$ cat config.mk
export PLATFORM = sky130hd
export DESIGN_NAME = fifo_port_reader
export DESIGN_NICKNAME = d
export VERILOG_FILES = /design/src/rtl/fifo_port_reader.sv
export SDC_FILE = /design/constraint.sdc
export NUM_CORES = 1
export LEC_CHECK = 0
export CORE_UTILIZATION = 36
export DETAILED_ROUTE_END_ITERATION = 6
export GPL_TIMING_DRIVEN = 1
export HOLD_SLACK_MARGIN = 0.12
export PLACE_DENSITY = 0.72
export SLEW_MARGIN = 30
export SYNTH_ARGS = -nofsm -noshare
export SYNTH_HDL_FRONTEND = slang
export SYNTH_SLANG_ARGS = --single-unit
$ cat constraint.sdc
create_clock -name i_clock -period 1.3 [get_ports i_clock]
set_input_delay 0.13 -clock i_clock [delete_from_list [all_inputs] [get_ports i_clock]]
set_output_delay 0.13 -clock i_clock [all_outputs]
set_load 0.05 [all_outputs]
$ cat src/rtl/fifo_port_reader.sv
// rtl/fifo_port_reader.sv - per-channel port-edge to FIFO read strobe with latency-aligned capture
// Optional per-channel underflow counter: define FIFO_PORT_READER_UFL_CNT_EN.
module fifo_port_reader #(
    parameter int CHANNELS    = 1,
    parameter int DATA_W      = 8,
    parameter int SYNC_STAGES = 2,
    parameter int RD_LATENCY  = 1
`ifdef FIFO_PORT_READER_UFL_CNT_EN
    ,
    parameter int UFL_CNT_W   = 8
`endif
) (
    input  logic                          i_clock,
    input  logic                          i_reset_n,
    input  logic [CHANNELS-1:0]           i_req,
    input  logic [CHANNELS-1:0]           i_fifo_empty,
    input  logic [CHANNELS*DATA_W-1:0]    i_fifo_q,
    input  logic [CHANNELS-1:0]           i_clear_status,
    output logic [CHANNELS-1:0]           o_fifo_read_req,
    output logic [CHANNELS*DATA_W-1:0]    o_data,
    output logic [CHANNELS-1:0]           o_data_valid,
    output logic [CHANNELS-1:0]           o_busy,
    output logic [CHANNELS-1:0]           o_underflow,
    output logic [CHANNELS-1:0]           o_overrun
`ifdef FIFO_PORT_READER_UFL_CNT_EN
    ,
    output logic [CHANNELS*UFL_CNT_W-1:0] o_ufl_count
`endif
);

    localparam int CNT_W = $clog2(RD_LATENCY + 1);

    typedef enum logic {IDLE, WAIT} state_t;

    for (genvar n = 0; n < CHANNELS; n++) begin : g_ch
        logic [SYNC_STAGES-1:0] sync;
        logic [SYNC_STAGES-1:0] filled;
        logic                   sync_prev;
        logic                   armed;
        logic                   pend;
        logic                   strobe;
        logic                   valid;
        logic                   busy;
        logic                   ufl;
        logic                   ovr;
        logic [CNT_W-1:0]       cnt;
        logic [DATA_W-1:0]      data;
        state_t                 state;

        logic edge_det;
        logic capture;
        logic want;
        logic issue;
        logic ufl_set;
        logic ovr_set;
        logic pend_set;

        // A read can be launched from IDLE, or on the capture edge itself so that
        // back-to-back reads are spaced RD_LATENCY+1 clocks.
        always_comb begin
            edge_det = armed && sync[SYNC_STAGES-1] && !sync_prev;
            capture  = (state == WAIT) && (cnt == '0);
            want     = (state == IDLE) ? edge_det : (capture && (pend || edge_det));
            issue    = want && !i_fifo_empty[n];
            ufl_set  = want && i_fifo_empty[n];
            ovr_set  = pend && edge_det;
            pend_set = (state == WAIT) && !capture && edge_det && !pend;
        end

        always_ff @(posedge i_clock) begin
            if (!i_reset_n) begin
                sync      <= '0;
                filled    <= '0;
                sync_prev <= 1'b0;
                armed     <= 1'b0;
                pend      <= 1'b0;
                strobe    <= 1'b0;
                valid     <= 1'b0;
                busy      <= 1'b0;
                ufl       <= 1'b0;
                ovr       <= 1'b0;
                cnt       <= '0;
                data      <= '0;
                state     <= IDLE;
            end else begin
                sync      <= SYNC_STAGES'({sync, i_req[n]});
                filled    <= SYNC_STAGES'({filled, 1'b1});
                sync_prev <= sync[SYNC_STAGES-1];
                // Arm only on a genuinely sampled low, not on the reset-cleared chain.
                if (filled[SYNC_STAGES-1] && !sync[SYNC_STAGES-1]) begin
                    armed <= 1'b1;
                end
                strobe <= issue;
                if (capture) begin
                    data  <= i_fifo_q[n*DATA_W +: DATA_W];
                    valid <= 1'b1;
                end
                if (issue) begin
                    valid <= 1'b0;
                    busy  <= 1'b1;
                    cnt   <= CNT_W'(RD_LATENCY);
                    state <= WAIT;
                end else if (capture) begin
                    busy  <= 1'b0;
                    state <= IDLE;
                end else if (state == WAIT) begin
                    cnt <= cnt - CNT_W'(1);
                end
                if (want) begin
                    pend <= 1'b0;
                end else if (pend_set) begin
                    pend <= 1'b1;
                end
                ufl <= ufl_set || (ufl && !i_clear_status[n]);
                ovr <= ovr_set || (ovr && !i_clear_status[n]);
            end
        end

        assign o_fifo_read_req[n]            = strobe;
        assign o_data[n*DATA_W +: DATA_W]    = data;
        assign o_data_valid[n]               = valid;
        assign o_busy[n]                     = busy;
        assign o_underflow[n]                = ufl;
        assign o_overrun[n]                  = ovr;

`ifdef FIFO_PORT_READER_UFL_CNT_EN
        logic [UFL_CNT_W-1:0] ucnt;

        always_ff @(posedge i_clock) begin
            if (!i_reset_n || i_clear_status[n]) begin
                ucnt <= '0;
            end else if (ufl_set && (ucnt != '1)) begin
                ucnt <= ucnt + UFL_CNT_W'(1);
            end
        end

        assign o_ufl_count[n*UFL_CNT_W +: UFL_CNT_W] = ucnt;
`endif
    end

endmodule

---- Word level (Yosys, flattened, before mapping) ----
Cells that the tools add are included.
storage, ports and cells
  register bits ........................... 21
  bits in latches ......................... 0
  bits in writable memories ............... 0
  memory bits (read-only) ................. 0
  word-level logic and storage cells ...... 51
  memories kept ........................... 0
cells by class
  add/subtract/negate cells ............... 1
  multiply operators ...................... 0
  div/mod/pow operators ................... 0
  order comparisons ....................... 0
  eq/ne operators ......................... 1
  shift operators ......................... 0
  muxes and demuxes ....................... 7
  bitwise operators ....................... 2
  reductions and logical operators ........ 27
operators by type and width
  kind                                                                     number
  1-bit logical AND                                                        13
  1-bit two-way mux                                                        7
  1-bit zero test                                                          6
  2-bit nonzero test                                                       2
  2-bit OR reduction                                                       2
  1-bit logical OR                                                         3
  2-bit by 1-bit inequality test with 1-bit output, second input constant  1
  1-bit NOT                                                                2
  2-bit AND reduction                                                      1
  1-bit subtractor, second input constant                                  1

---- Logic depth before layout (Yosys ltp) ----
  depth after elaboration ................. 8
  gate-level depth with buffers ........... 4
  depth with buffers taken out ............ 3

---- Worst setup path before layout ----
OpenSTA, ideal clock, no wires.
  path kind ............................... flip-flop to flip-flop
  from .................................... register g_ch[0].state
  to ...................................... register g_ch[0].valid (netlist: o_data_valid)
  library setup time ...................... 0.128 ns
  arrival time ............................ 1.241 ns
  setup slack ............................. -0.069 ns
  cell stages (with the launch flop) ...... 4
  path buffers ............................ 0
  cells stage by stage .................... dfxtp_1 -> nand2_2 -> a211oi_1 -> o22ai_1
between the ends
  longest elaborated chain between the ends .. 5
ends and longest elaborated chain
  element                              line  source
  from (decl)                          48    state_t state;
  from (signal assigned)               84    state <= IDLE;
  from (signal assigned)               102   state <= WAIT;
  from (signal assigned)               105   state <= IDLE;
  1-bit logical AND                    62    capture = (state == WAIT) && (cnt == '0);
  1-bit logical AND                    63    want = (state == IDLE) ? edge_det : (capture && (pend || edge_det));
  1-bit two-way mux                    63
  1-bit logical AND                    64    issue = want && !i_fifo_empty[n];
  2-bit OR reduction (no source line)  -
  to (signal assigned)                 78    valid <= 1'b0;
  to (signal assigned)                 96    valid <= 1'b1;
  to (signal assigned)                 99    valid <= 1'b0;
  to (decl)                            42    logic valid;
Parallel ways exist; a longest one is shown, timed or not.
A chain may end at the register's enable or synchronous reset.

---- Worst setup path after layout ----
  from .................................... register g_ch[0].cnt
  to ...................................... register g_ch[0].data[7] (netlist: o_data[7])
between the ends
  longest elaborated chain between the ends .. 2
ends and longest elaborated chain
  element                 line  source
  from (decl)             46    logic [CNT_W-1:0] cnt;
  from (signal assigned)  101   cnt <= CNT_W'(RD_LATENCY);
  from (signal assigned)  107   cnt <= cnt - CNT_W'(1);
  1-bit NOT               62
  1-bit logical AND       62
  to (signal assigned)    95    data <= i_fifo_q[n*DATA_W +: DATA_W];
  to (decl)               47    logic [DATA_W-1:0] data;
No other way between the ends.

==> flow_summary.json <==
{
  "clk_latency_ns": 0.30,
  "area_delta_synth_final_pct": 58.55,
  "synth_warnings": 0,
  "drive_gt1_share_pct": 22.02,
  "met2_length_um": 742,
  "layout_commonest_cell": "dfxtp_1",
  "min_path_type": "in -> reg",
  "route.top_layer_used": "met4",
  "htree_levels": 1,
  "yosysTopAreaCellShare_pct": 55.26,
  "die_area_um2": 2301,
  "rows": 16,
  "die_w_um": 47.97,
  "status": "completed",
  "initial_core_util_pct": 38.38,
  "globalplace.congestion": 0.6697,
  "setup_slack_ns": 0.1262,
  "dpl_worst_slack_ns": 0.1472,
  "p_leak_nw": 0.4526,
  "worstPathMaxFanout": 9,
  "dpl.cell_count": 132,
  "power_density_nw_per_um2": 870.8,
  "grt_pass1_vias": 566,
  "utilization_pct": 60.86,
  "rsz0062_at_grt": "no",
  "nNetsFinal": 123,
  "critPathSlowestCell": "dfxtp_1",
  "cp_top_family": "flip-flops",
  "worstSetupStartpointType": "flop",
  "vias": 627,
  "whs_ns": 0.3767,
  "pin_count": 26,
  "dr_wl_met3_um": 58,
  "skew_ns": 0.002464,
  "ctsResizeCount": 0,
  "grt_usage_pct": 16.11,
  "p_total_mw": 1.050,
  "synth_compound_area_share_pct": 18.59,
  "synth-seq-cells": 21,
  "synth-xor-area-share_pct": 0,
  "maxCapViolations": 0,
  "hold_viol": 0,
  "worst_pin_slew_ns": 0.3355,
  "wl_met1_um": 699,
  "ir_drop_mv": 0.4941,
  "dpl.hpwl_um": 1104,
  "fmax_mhz": 851.9,
  "place_area_um2": 1179,
  "path_clk_slew_ns": 0.12,
  "arrival_ns": 1.40,
  "clkSinkCount": 21,
  "yosys.area.top_type": "dfxtp_1",
  "port_buffers": 25,
  "synthCells": 81,
  "fin_crit_sh_pct": 90.29,
  "yosys.area_share.simple_pct": 21.55,
  "cts_buffer_depth": 2,
  "setup_viol": 0,
  "setup_tns_ns": 0,
  "fillers": 154,
  "cts_tree": "built",
  "drt_iter0_markers": 6,
  "grt_pass1_wl_um": 2532,
  "final_cells": 136,
  "antenna_found_initial": 0,
  "cts-root-buf": "clkbuf_4",
  "period_minus_slack_ns": 1.174,
  "drc_errors": 0,
  "syn_avg_cell_area_um2": 9.392,
  "syn-cell-area_um2": 760.7,
  "worst_setup_path_end_kind": "flop",
  "synthAdderAreaFrac_pct": 0,
  "routedWlPerCell_um": 11.25,
  "final_cell_area_um2": 1206,
  "synth_area_leaders": "dfxtp_1, nand2_1, a21boi_0",
  "drtAntennaViolNets": 0,
  "final_max_slew_viol_count": 0,
  "synth_top_family_by_area": "simple AND/OR/NAND/NOR gates",
  "core_area_um2": 1982,
  "post-cts-setup-buffer-count": 0,
  "crit_buf_inv": 0,
  "antenna_cells": 0,
  "synth_fp_nets": 94,
  "cts_buffers": 3,
  "max-slew-margin-rel_pct": 77.64,
  "drt-pass1-iter-count": 4,
  "crit_required_ns": 1.53,
  "synth_cell_types": 22,
  "via_per_inst": 4.610,
  "layout_common_cells": "dfxtp_1, nand2_1, buf_12",
  "path_cells": "nand2b_1 > nand2_1 > a21boi_0",
  "postCtsHoldBufs": 0,
  "globalRoute.totalOverflow": 0,
  "muxShareOfSynthArea_pct": 0,
  "max_stage_delay_ns": 0.46,
  "grt_max_degree": 23,
  "synth-seq-area-share_pct": 55.26,
  "path_class": "reg -> reg",
  "wl_um": 1530,
  "die_h_um": 47.97
}
## power breakdown
group | total (mW) | switching (mW) | internal [mW] | leakage [nW]
clock network | 0.311 | 0.196 | 0.115 | 0.0177
logic | 0.0788 | 0.0266 | 0.0522 | 0.264
registers | 0.661 | 0.00596 | 0.655 | 0.171
total | 1.05 | 0.229 | 0.822 | 0.453
## final cells by class
cell class	instances	area [um^2]	share of cell area, %
Clock inverter	1	5.005	0.4149
Sequential cell	21	421.7	34.96
Inverter	4	15.01	1.245
Timing Repair Buffer	28	402.9	33.40
Tap cell	27	33.78	2.801
Multi-Input combinational cell	52	305.3	25.31
Clock buffer	3	22.52	1.867
## Yosys cell counts
cell type	instances
nand2b_1	3
inv_1	4
nand3_1	1
nand2_2	1
clkbuf_1	2
o22ai_1	2
buf_4	1
nand3b_1	1
o211ai_1	1
buf_2	1
and3_1	1
nand2_1	18
a221o_1	1
nor2b_1	2
and2_1	5
a21oi_1	2
o21a_1	3
a21boi_0	8
and2b_2	1
dfxtp_1	21
a21boi_2	1
a211oi_1	1
## worst min-delay path: cells and delay by family
kind,cells,cell delay (ns)
AND/OR/NAND/NOR,1,0.06
AO/OA/AOI/OAI,1,0.06
buffers and inverters,1,0.39
## cell families (layout without fill, tap and decap cells)
family,count (synthesis),in the layout
and+or+nand+nor,33,33
AOI/OAI and AO/OA,19,19
DFF,21,21
buffers and inverters,8,36
## final timing paths
| path | from | endpoint | slack (ns) | cells past startpoint |
|---|---|---|---|---|
| setup reg to reg | g_ch[0].cnt | o_data[7] | 0.13 | 3 |
| setup / recovery | g_ch[0].cnt | o_data[7] | 0.13 | 3 |
| hold reg to reg | g_ch[0].sync[0] | g_ch[0].sync[1] | 0.45 | 1 |
| hold / removal | i_fifo_q[4] | o_data[4] | 0.38 | 3 |
## per-layer routing
metal  vias to the layer above  track usage (%)
li1                        319                -
met2                        16            24.05
met4                         0            8.333
met5                         -                0
met1                       288            21.79
met3                         4            3.396
## registers in the layout, indices dropped and copies added (netlist names)
register         count
g_ch.armed           1
g_ch.cnt             1
g_ch.filled          2
g_ch.pend            1
g_ch.state           1
g_ch.sync            2
g_ch.sync_prev       1
o_data               8
o_data_valid         1
o_fifo_read_req      1
o_overrun            1
o_underflow          1
Note: power is estimated with default switching activity, not from simulation.
